===== config.mk =====
export PLATFORM = sky130hd
export DESIGN_NAME = mem_access_ctrl
export DESIGN_NICKNAME = d
export VERILOG_FILES = /design/src/rtl/lc3b_pkg.sv /design/src/rtl/mem_wait_timer.sv /design/src/rtl/mem_access_ctrl.sv
export SDC_FILE = /design/constraint.sdc
export NUM_CORES = 1
export LEC_CHECK = 0
export ABC_AREA = 1
export ABC_CLOCK_PERIOD_IN_PS = 1470
export BUFFER_PORTS_ARGS = -buffer_cell sky130_fd_sc_hd__buf_4
export CORE_MARGIN = 2
export CORE_UTILIZATION = 35
export CTS_BUF_LIST = sky130_fd_sc_hd__clkbuf_8
export DETAILED_ROUTE_END_ITERATION = 12
export GPL_TIMING_DRIVEN = 0
export HOLD_SLACK_MARGIN = 0.05
export PLACE_DENSITY = 0.66
export REMOVE_ABC_BUFFERS = 1
export SLEW_MARGIN = 40
export SYNTH_ARGS = -nofsm -noshare
export SYNTH_HDL_FRONTEND = slang
export SYNTH_HIERARCHICAL = 1
export SYNTH_SLANG_ARGS = --single-unit

===== constraint.sdc =====
create_clock -name clk -period 1.47 [get_ports clk]
set_clock_uncertainty 0.05 [all_clocks]
set_input_delay 0.147 -clock clk [delete_from_list [all_inputs] [get_ports clk]]
set_output_delay 0.147 -clock clk [all_outputs]
set_load 0.05 [all_outputs]

===== src/rtl/lc3b_pkg.sv =====
// Shared LC-3b memory-path definitions.
// Holds the access-size encoding (also used by MDR_STORE), the memory access
// sequencer state encoding and the byte write-enable encodings.
package lc3b_pkg;

  // Access size as driven by the control store DATA.SIZE field.
  localparam logic DATA_BYTE = 1'b0;
  localparam logic DATA_WORD = 1'b1;

  // Memory access sequencer states.
  typedef enum logic [2:0] {
    IDLE   = 3'd0,
    ACCESS = 3'd1,
    LATCH  = 3'd2,
    DONE   = 3'd3,
    FAULT  = 3'd4
  } mac_state_e;

  // Byte write enables: bit0 = low byte, bit1 = high byte.
  localparam logic [1:0] WE_NONE = 2'b00;
  localparam logic [1:0] WE_LO   = 2'b01;
  localparam logic [1:0] WE_HI   = 2'b10;
  localparam logic [1:0] WE_BOTH = 2'b11;

  // Write-enable pattern for a write of the given size at the given MAR[0].
  function automatic logic [1:0] write_enables(input logic data_size, input logic mar0);
    if (data_size == DATA_WORD) begin
      return WE_BOTH;
    end
    return mar0 ? WE_HI : WE_LO;
  endfunction

endpackage


===== src/rtl/mem_wait_timer.sv =====
// Wait counter for the memory ready handshake.
// Ports:
//   clk, rst_n   clock and asynchronous active-low reset
//   clr_i        synchronous clear to 0 (has priority over en_i)
//   en_i         increment by one
//   expired_o    high while the count equals MAX_WAIT-1
module mem_wait_timer #(
  parameter int unsigned MAX_WAIT = 15
) (
  input  logic clk,
  input  logic rst_n,
  input  logic clr_i,
  input  logic en_i,
  output logic expired_o
);

  logic [7:0] count_d, count_q;

  always_comb begin
    count_d = count_q;
    if (clr_i) begin
      count_d = 8'd0;
    end else if (en_i) begin
      count_d = count_q + 8'd1;
    end
  end

  always_ff @(posedge clk or negedge rst_n) begin
    if (!rst_n) begin
      count_q <= 8'd0;
    end else begin
      count_q <= count_d;
    end
  end

  assign expired_o = (count_q == 8'(MAX_WAIT - 1));

endmodule


===== src/rtl/mem_access_ctrl.sv =====
// LC-3b memory access sequencer.
// Accepts one access request from the microsequencer, drives memory enable,
// byte write enables, the MDR input select and the MDR load strobe, waits for
// mem_ready with a bounded timeout and rejects unaligned word accesses.
// Ports:
//   clk, rst_n          clock and asynchronous active-low reset
//   req, rw, data_size, mar0   request and its captured attributes (IDLE only)
//   mem_ready           memory R handshake (sampled in ACCESS only)
//   mem_en, mem_we      memory enable and byte write enables
//   mio_en, ld_mdr      MDR input select (1 = memory) and load strobe
//   busy, done, err     status: not idle, completion pulse, error qualifier
module mem_access_ctrl
  import lc3b_pkg::*;
#(
  parameter int unsigned MAX_WAIT = 15
) (
  input  logic       clk,
  input  logic       rst_n,
  input  logic       req,
  input  logic       rw,
  input  logic       data_size,
  input  logic       mar0,
  input  logic       mem_ready,
  output logic       mem_en,
  output logic [1:0] mem_we,
  output logic       mio_en,
  output logic       ld_mdr,
  output logic       busy,
  output logic       done,
  output logic       err
);

  mac_state_e state_d, state_q;
  logic       rw_d, rw_q;
  logic       size_d, size_q;
  logic       mar0_d, mar0_q;
  logic       timer_clr, timer_en, timer_expired;

  mem_wait_timer #(
    .MAX_WAIT (MAX_WAIT)
  ) u_wait_timer (
    .clk       (clk),
    .rst_n     (rst_n),
    .clr_i     (timer_clr),
    .en_i      (timer_en),
    .expired_o (timer_expired)
  );

  // Counter is held at zero outside ACCESS so every access starts fresh.
  assign timer_clr = (state_q != ACCESS);
  assign timer_en  = (state_q == ACCESS) && !mem_ready;

  always_comb begin
    state_d = state_q;
    rw_d    = rw_q;
    size_d  = size_q;
    mar0_d  = mar0_q;
    unique case (state_q)
      IDLE: begin
        if (req) begin
          rw_d   = rw;
          size_d = data_size;
          mar0_d = mar0;
          state_d = (data_size == DATA_WORD && mar0) ? FAULT : ACCESS;
        end
      end
      ACCESS: begin
        // Ready on the final allowed cycle still completes normally.
        if (mem_ready) begin
          state_d = rw_q ? DONE : LATCH;
        end else if (timer_expired) begin
          state_d = FAULT;
        end
      end
      LATCH:   state_d = DONE;
      DONE:    state_d = IDLE;
      FAULT:   state_d = IDLE;
      default: state_d = IDLE;
    endcase
  end

  always_ff @(posedge clk or negedge rst_n) begin
    if (!rst_n) begin
      state_q <= IDLE;
      rw_q    <= 1'b0;
      size_q  <= DATA_BYTE;
      mar0_q  <= 1'b0;
    end else begin
      state_q <= state_d;
      rw_q    <= rw_d;
      size_q  <= size_d;
      mar0_q  <= mar0_d;
    end
  end

  // Outputs decode from state and captured request only, so an asynchronous
  // reset forces them all to zero immediately.
  always_comb begin
    mem_en = 1'b0;
    mem_we = WE_NONE;
    mio_en = 1'b0;
    ld_mdr = 1'b0;
    done   = 1'b0;
    err    = 1'b0;
    unique case (state_q)
      ACCESS: begin
        mem_en = 1'b1;
        if (rw_q) begin
          mem_we = write_enables(size_q, mar0_q);
        end else begin
          mio_en = 1'b1;
        end
      end
      LATCH: begin
        mio_en = 1'b1;
        ld_mdr = 1'b1;
      end
      DONE: done = 1'b1;
      FAULT: begin
        done = 1'b1;
        err  = 1'b1;
      end
      default: ;
    endcase
  end

  assign busy = (state_q != IDLE);

endmodule


==> results of run 1 <==
## worst reg2reg max path: stages, from the launching register on
cell	delay [ns]
dfrtp_1	0.43
nor2_4	0.15
nand2_4	0.08
clkinv_4	0.07
nand2_4	0.05
inv_4	0.06
nor2_4	0.05
nor2_4	0.18
nand2_2	0.07
o21ai_2	0.13
nor2_1	0.05
## worst max-delay path by stage
stage | end | slack, ns | cells past startpoint
finish | done | -0.08 | 5
global route | u_wait_timer/count_q[7] | -0.16 | 12
CTS | mem_we[0] | -0.03 | 7
detailed placement | u_wait_timer/count_q[7] | -0.19 | 11
global placement | u_wait_timer/count_q[7] | -0.14 | 10
floorplan | mio_en | -0.52 | 3
## layout make-up
type	instances	area share [%]
inverter	21	6.93
clock buffer	4	4.29
timing repair buffer	30	20.7
sequential	14	27.3
tap	28	2.73
multi-input combinational	80	38.0
## state kept, by name, summed over array words and instances (netlist names)
register	count
size_q	1
state_q	3
u_wait_timer/count_q	8
mar0_q	1
rw_q	1
## per-stage QoR
stage,setup TNS [ns],util (%),cells
after floorplan,-1.62,-,115
after global placement,-0.519,43.9,157
after detailed placement,-0.824,43.9,157
after CTS,-0.0559,52.6,172
after global routing,-1.42,56.9,177
final,-0.272,56.9,177
## repair_timing
item                       in CTS  in global routing
hold buffers                    1                  0
pin swaps                       4                  8
hold endpoints to repair       14                  0
setup endpoints to repair      14                 17
buffers inserted               10                  5
gates resized for setup        18                 15
## cells by family (layout without fill, tap and decap cells)
logic type,count (synthesis),count (layout)
AO/OA/AOI/OAI,12,12
adder cells (fa/ha/maj),2,2
buffers and inverters,21,55
flip-flops,14,14
AND/OR/NAND/NOR,66,66
## power groups by stage
| stage | combinational (mW) | clock, mW | sequential [mW] |
|---|---|---|---|
| after CTS | 1.57 | 0.394 | 0.562 |
| final | 1.82 | 0.380 | 0.568 |
| after global routing | 1.95 | 0.415 | 0.580 |
| after detailed placement | 1.19 | 0 | 0.574 |
| after global placement | 1.17 | 0 | 0.568 |
| after floorplan | 0.915 | 0 | 0.556 |
## routing by layer
layer / track usage [%] / vias to the layer above / routed length [um]
met1: 17.5 / 391 / 885
met2: 30.0 / 31 / 1060
li1: - / 430 / -
met5: 0 / - / 0
met4: 8.55 / 0 / 74
met3: 5.08 / 11 / 96
## Yosys cell counts, drive strengths merged
master / n / share of area [%]
o21ai: 6 / 3.5
nand2: 30 / 15
clkinv: 1 / 1.0
ha: 2 / 2.9
nor4: 1 / 0.74
nand3b: 1 / 0.88
inv: 20 / 8.8
a21oi: 6 / 4.4
nor2: 18 / 11
nand4: 3 / 2.2
dfrtp: 14 / 41
nand3: 13 / 8.2
==> flow_summary.yaml, run 1 <==
critical_path:
  crit_start: "state_q[1]"
  worstSetupPathType: "reg2out"
  reg2reg_slack_ns: -0.02
  worstPathRequired_ns: 1.27
  crit_path_start_kind: "register"
  max_stage_delay_ns: 0.40
  endpoint_kind: "primary output"
  path_cells: "buf_4, nor2_4, inv_2, o21ai_2, buf_6"
  r2r-start: "state_q[2]"
  worst_ep_arrival_time_ns: 1.35
  slowest_stage: "dfrtp_1"
  reg2reg_to: "u_wait_timer/count_q[3]"
  critPathMaxFanout: 4
  worst-path-buf-inv: 3
  cpLargestDelayFamily: "buffers and inverters"
  r2r_cells: 10
pwr:
  power.switching_mw: 1.32
  pwr-share-seq_pct: 20.5
  finalPower_mw: 2.77
  p_clk_share_pct: 13.8
  vdd_drop_max_mv: 1.26
  p_sw_share_pct: 47.7
  p_per_area_mw_per_mm2: 2160
  p_int_mw: 1.45
  pwr-share-comb_pct: 65.7
  p_leak_nw: 0.650
synth:
  synth_compound_area_share_pct: 7.95
  synth.distinct_cells: 20
  synth_warnings: 6
  avgSynthCellArea_um2: 7.39
  synth_top_family_by_area: "simple AND/OR/NAND/NOR gates"
  synthMuxAreaShare_pct: 0
  synth-xor-area-share_pct: 0
  syn_inst: 115
  synth_fa_ha_area_share_pct: 2.95
  syn_area_um2: 850
  yosysSeqAreaShare_pct: 41.2
  synth-seq-cells: 14
  synthSimpleGateAreaFrac_pct: 38.0
floorplan:
  dieArea_mm2: 0.00284
  initial_core_util_pct: 37.7
  core_mm2: 0.00225
  chipWidth_um: 53.3
  io_pins: 15
  num_rows: 17
  die_y_um: 53.3
hold_path:
  hold_depth: 3
  worst_hold_path.endpoint: "rw_q"
  hold_path_class: "in2reg"
  min_from: "rw"
place:
  place_area_um2: 990
  place_ws_ns: -0.186
  dp_hpwl_um: 1330
  gp_congestion: 0.840
  portBuffers: 14
cts:
  cts_buffers: 3
  clockRootBuffer: "clkbuf_8"
  cts_tree: "built"
  cts_max_path_buffers: 2
  htreeDepth: 1
  cts.clk_slew.worst_paths_ns: 0.06
  clock-sinks: 14
  clock_latency_ns: 0.25
sta:
  worst_slack_ns: -0.0767
  final_max_slew_viol_count: 0
  relSlewSlack_pct: 84.2
  worst_pin_slew_ns: 0.237
  clock.fmax_ghz: 0.647
  final_hold_viol_count: 0
  min_period_ns: 1.55
  fin_crit_sh_pct: 105
  hold_slack_ns: 0.0936
  setup_viol: 7
  rsz0062_at_grt: "true"
finish:
  seq_area_um2: 350
  design_area_mm2: 0.00128
  final_nets: 159
  final_cell_mix: "25 x nand2_1, 20 x buf_4, 14 x dfrtp_1, 12 x inv_1"
  syn_to_final_growth_pct: 51.0
  num_antenna_cells: 0
  drive_above_1_share_pct: 43.0
  fillers: 205
  layout_commonest_cell: "nand2_1"
  multiInputGateArea_um2: 488
routing:
  routed_wl_um: 2120
  via_per_inst: 4.88
  via_count: 863
  ant_nets: 0
  drt_iter0_drc: 18
  drt-wirelength-per-cell_um: 12.0
  route.detailed.drc: 0
  drtPass1Iterations: 5
global_routing:
  grt_usage_pct: 16.8
  first_global_vias: 808
  grt_max_degree: 15
  grt.overflow.total: 0
  grt_pass1_wl_um: 3380
  antenna_found_initial: 0
run:
  drv_cap: 0
outcome:
  run_status: "finished, violations left"
  violations: "setup timing"
Power figures use the tool's default switching activity.
==> inputs of run 2 (changes only) <==
--- a/config.mk
+++ b/config.mk
@@ -6,7 +6,7 @@
 export NUM_CORES = 1
 export LEC_CHECK = 0
 export ABC_AREA = 1
-export ABC_CLOCK_PERIOD_IN_PS = 1470
+export ABC_CLOCK_PERIOD_IN_PS = 1500
 export BUFFER_PORTS_ARGS = -buffer_cell sky130_fd_sc_hd__buf_4
 export CORE_MARGIN = 2
 export CORE_UTILIZATION = 35
@@ -14,7 +14,7 @@
 export DETAILED_ROUTE_END_ITERATION = 12
 export GPL_TIMING_DRIVEN = 0
 export HOLD_SLACK_MARGIN = 0.05
-export PLACE_DENSITY = 0.66
+export PLACE_DENSITY = 0.64
 export REMOVE_ABC_BUFFERS = 1
 export SLEW_MARGIN = 40
 export SYNTH_ARGS = -nofsm -noshare
==> constraint.sdc (replaced) <==
create_clock -name clk -period 1.5 [get_ports clk]
set_clock_uncertainty 0.05 [all_clocks]
set_input_delay 0.15 -clock clk [delete_from_list [all_inputs] [get_ports clk]]
set_output_delay 0.15 -clock clk [all_outputs]
set_load 0.05 [all_outputs]
==> run 2 against run 1 <==
  * First-iteration DRC count rose by 28%
  * Clock-buffer cell count unchanged
  * The run still ends with setup timing left
  * Wire length shrank 2.9%
  * Core utilization down 1.1 points
  * Final cell count is 1.7% lower
  * Global-route usage is 0.91 points lower
  * Critical endpoint is now mem_we[0]
==> flow_summary.yaml, run 2 (synthesis results as in run 1) <==
global_routing:
  grt_use_met3_pct: 2.54
  use_met1_pct: 17.8
  grt_max_degree: 15
  first_global_vias: 783
  grt_most_used_layer: "met2"
  grt_usage_pct: 15.9
  grt.overflow.total: 0
  antenna_found_initial: 0
  met2_usage_pct: 28.2
  grt_pass1_wl_um: 3220
outcome:
  run_status: "finished, violations left"
  violations: "setup timing"
critical_path:
  worstSetupPathType: "reg2out"
  worst_ep_arrival_time_ns: 1.33
  critPathMaxFanout: 4
  worstPathRequired_ns: 1.30
  crit_path_start_kind: "register"
  endpoint_kind: "primary output"
pwr:
  finalPower_mw: 2.56
  vdd_drop_max_mv: 1.55
  p_leak_nw: 0.629
  p_per_area_mw_per_mm2: 2040
place:
  placed_cells: 157
  gp_congestion: 0.845
  portBuffers: 14
  place_area_um2: 990
  dp_hpwl_um: 1320
finish:
  largest-register: "u_wait_timer/count_q"
  largest_register_ff_count: 8
  final_util_pct: 55.8
  final_nets: 156
  syn_to_final_growth_pct: 48.2
  drive_above_1_share_pct: 42.5
  final_cell_mix: "25 x nand2_1, 20 x buf_4, 13 x dfrtp_1, 11 x inv_1, 11 x nor2_1"
  reg.largest.list: "u_wait_timer/count_q: 8 flops, state_q: 3 flops"
  final_cells: 174
  design_area_mm2: 0.00126
  num_antenna_cells: 0
  layout_commonest_cell: "nand2_1"
routing:
  drtPass1Iterations: 4
  drt_iter0_drc: 23
  drt-wirelength-per-cell_um: 11.8
  via_count: 846
  ant_nets: 0
  routed_wl_um: 2060
  route.detailed.drc: 0
  via_per_inst: 4.86
cts:
  cts_buffers: 3
  clockRootBuffer: "clkbuf_8"
  clock-sinks: 14
  clock_latency_ns: 0.24
  cts.clk_slew.worst_paths_ns: 0.06
  htreeDepth: 1
  cts_tree: "built"
  cts_max_path_buffers: 2
floorplan:
  core_mm2: 0.00225
  chipWidth_um: 53.3
  io_pins: 15
  die_y_um: 53.3
  dieArea_mm2: 0.00284
  initial_core_util_pct: 37.7
  num_rows: 17
sta:
  fin_setup_tns_ns: -0.0356
  final_hold_viol_count: 0
  worst_slack_ns: -0.0292
  clock.fmax_ghz: 0.654
  setup_viol: 2
  fin_crit_sh_pct: 102
  relSlewSlack_pct: 84.6
  rsz0062_at_grt: "true"
  worst_pin_slew_ns: 0.232
  final_max_slew_viol_count: 0
  min_period_ns: 1.53
hold_path:
  hold_path_class: "in2reg"
run:
  drv_cap: 0
## run 2: cell count changes in the layout (fill, tap and decap cells not counted), sizes merged
| cell | previous run | this run |
|---|---|---|
| buf | 29 | 26 |
## run 2: stage by stage
step	hold WS, ns	worst slack, ns
2_1_floorplan	-0.196	-0.495
3_3_place_gp	-0.0396	-0.107
3_5_place_dp	-0.0378	-0.134
4_1_cts	0.102	-0.0179
5_1_grt	0.116	-0.0903
6_report	0.110	-0.0292
## run 2: worst max-delay path, cell delays in order (launching register included)
cell      delay (ns)
dfrtp_1         0.43
nor2_4          0.17
nand2_4         0.08
clkinv_4        0.07
nand2_4         0.05
a21oi_2         0.12
buf_6           0.17
## run 2: per-layer routing
metal  vias to the layer above  part of all wire (%)
met5                         -                     0
met4                         0                   1.4
met3                         4                   4.3
met2                        23                    52
met1                       391                    42
li1                        428                     -
## run 2: area by class of cell
type / count / area, um^2
Timing Repair Buffer: 27 / 231
Tap cell: 28 / 35.0
Multi-Input combinational cell: 80 / 499
Sequential cell: 14 / 352
Fill cell: 221 / 996
Inverter: 21 / 86.3
Clock buffer: 4 / 55.1
## run 2: timing repair
action,in CTS,in global routing
cloned,0,0
setup endpoints to repair,11,15
hold buffers,1,0
endpoints found under the hold margin,14,0
pin swaps,3,13
buffers inserted,7,5
resized for setup,13,19
## run 2: path summary, 6_finish.rpt
path,start,endpoint,slack (ns),cells after the start
setup / recovery,state_q[2],mem_we[0],-0.03,6
hold / removal,mar0,mar0_q,0.11,3
setup reg to reg,state_q[2],u_wait_timer/count_q[3],0.02,10
hold reg to reg,size_q,size_q,0.46,2
max in group asynchronous,rst_n,state_q[1],0.97,2
min in group asynchronous,rst_n,state_q[0],0.24,2
## run 2: power breakdown
group | switching, mW | internal (mW) | leakage [nW]
Combinational | 0.991 | 0.638 | 0.415
Sequential | 0.0981 | 0.468 | 0.186
Clock | 0.134 | 0.232 | 0.0288
==> inputs of run 3 (changes only) <==
--- a/config.mk
+++ b/config.mk
@@ -16,6 +16,7 @@
 export HOLD_SLACK_MARGIN = 0.05
 export PLACE_DENSITY = 0.64
 export REMOVE_ABC_BUFFERS = 1
+export SKIP_LAST_GASP = 1
 export SLEW_MARGIN = 40
 export SYNTH_ARGS = -nofsm -noshare
 export SYNTH_HDL_FRONTEND = slang
==> run 3 against run 2 <==
  * The flow still finishes with violations (setup timing)
  * Core utilization unchanged
  * Design area unchanged
  * Critical path depth unchanged
  * Power increased by 0.14%
  * Register-to-register slack about the same
  * Highest routed layer unchanged
==> flow_summary.yaml, run 3 (synthesis results as in run 1) <==
outcome:
  run_status: "finished, violations left"
  violations: "setup timing"
critical_path:
  cpLargestDelayFamily: "flip-flops"
  worstPathRequired_ns: 1.30
  critPathMaxFanout: 4
  r2r_cells: 10
  reg2reg_slack_ns: 0.01
  endpoint_kind: "primary output"
  reg2reg_to: "u_wait_timer/count_q[3]"
  crit_start: "state_q[2]"
  worst-path-buf-inv: 2
  cpMostUsedCell: "nand2_4"
  max_stage_delay_ns: 0.43
  worstSetupPathType: "reg2out"
  cp_num_cells: 6
  worst_ep_arrival_time_ns: 1.33
  path_cells: "nor2_4, nand2_4, clkinv_4, nand2_4, a21oi_2, buf_6"
  crit_path_start_kind: "register"
  r2r-start: "state_q[2]"
  slowest_stage: "dfrtp_1"
global_routing:
  grt_max_degree: 15
  grt_usage_pct: 15.8
  antenna_found_initial: 0
  first_global_vias: 774
  grt.overflow.total: 0
  grt_pass1_wl_um: 3190
finish:
  reg.largest.list: "u_wait_timer/count_q: 8 flops, state_q: 3 flops"
  layout_commonest_cell: "nand2_1"
  final_nets: 156
  final_cell_mix: "25 x nand2_1, 20 x buf_4, 13 x dfrtp_1, 11 x inv_1, 11 x nor2_1"
  largest-register: "u_wait_timer/count_q"
  drive_above_1_share_pct: 42.5
  largest_register_ff_count: 8
  final_cells: 174
  num_antenna_cells: 0
  design_area_mm2: 0.00126
  syn_to_final_growth_pct: 48.2
sta:
  relSlewSlack_pct: 84.4
  min_period_ns: 1.53
  worst_slack_ns: -0.0331
  fin_crit_sh_pct: 102
  setup_viol: 2
  final_max_slew_viol_count: 0
  clock.fmax_ghz: 0.652
  final_hold_viol_count: 0
  rsz0062_at_grt: "true"
  worst_pin_slew_ns: 0.234
floorplan:
  dieArea_mm2: 0.00284
  die_y_um: 53.3
  num_rows: 17
  chipWidth_um: 53.3
  core_mm2: 0.00225
  io_pins: 15
  initial_core_util_pct: 37.7
routing:
  drt-wirelength-per-cell_um: 11.9
  drtPass1Iterations: 4
  ant_nets: 0
  via_per_inst: 4.84
  drt_iter0_drc: 25
  routed_wl_um: 2080
  via_count: 843
  route.detailed.drc: 0
place:
  dp_hpwl_um: 1320
  place_area_um2: 990
  portBuffers: 14
  gp_congestion: 0.845
  placed_cells: 157
cts:
  cts_buffers: 3
  clock_latency_ns: 0.24
  cts_max_path_buffers: 2
  cts_tree: "built"
  htreeDepth: 1
  clock-sinks: 14
  clockRootBuffer: "clkbuf_8"
  cts.clk_slew.worst_paths_ns: 0.06
run:
  drv_cap: 0
hold_path:
  hold_depth: 3
  hold_path_class: "in2reg"
  min_from: "mar0"
  worst_hold_path.endpoint: "mar0_q"
pwr:
  p_per_area_mw_per_mm2: 2040
  vdd_drop_max_mv: 1.60
  p_leak_nw: 0.629
[run 3: cell counts in the layout (fill, tap and decap cells not counted)]
No cell type changed its count.
[run 3: worst max-delay path by stage]
stage                                          to
after floorplan                            mio_en
after global placement    u_wait_timer/count_q[7]
after detailed placement  u_wait_timer/count_q[7]
after CTS                                    done
after global routing                    mem_we[0]
final                                   mem_we[0]
[run 3: through the flow]
step | hold slack, ns | power [mW] | util (%) | setup slack, ns | setup TNS (ns)
floorplan | -0.196 | 1.44 | - | -0.495 | -1.35
global placement | -0.0396 | 1.71 | 43.9 | -0.107 | -0.339
detailed placement | -0.0378 | 1.73 | 43.9 | -0.134 | -0.542
CTS | 0.102 | 2.34 | 50.7 | -0.0179 | -0.0518
global route | 0.116 | 2.73 | 55.8 | -0.0903 | -0.651
finish | 0.110 | 2.57 | 55.8 | -0.0331 | -0.0405
[run 3: area by class of cell]
class | instances | area, um^2
inverters | 21 | 86.3
clock buffers | 4 | 55.1
flip-flops and latches | 14 | 352
fillers | 222 | 996
well taps | 28 | 35.0
multi-input cells | 80 | 499
repair buffers | 27 | 231
[run 3: worst min-delay path, delay by kind of cell]
family	cells	cell delay [ns]
buffers and inverters	1	0.09
and+or+nand+nor	2	0.13
[run 3: what timing repair did]
item	4_1_cts	5_1_grt
setup buffers	7	5
pin swaps	3	13
hold buffers	1	0
resized for setup	12	19
endpoints found under the setup margin	11	15
hold endpoints to repair	14	0
[run 3: power breakdown]
group | internal, mW | switching [mW]
registers | 0.468 | 0.0944
clock network | 0.232 | 0.135
logic | 0.638 | 0.998
[run 3: routing by layer]
| metal | up-vias | part of all wire, % | GRT usage [%] | wire, um |
|---|---|---|---|---|
| li1 | 428 | - | - | - |
| met1 | 388 | 42 | 17.8 | 879 |
| met4 | 0 | 1.4 | 8.97 | 29 |
| met5 | - | 0 | 0 | 0 |
| met3 | 4 | 4.5 | 2.54 | 93 |
| met2 | 23 | 52 | 27.8 | 1080 |
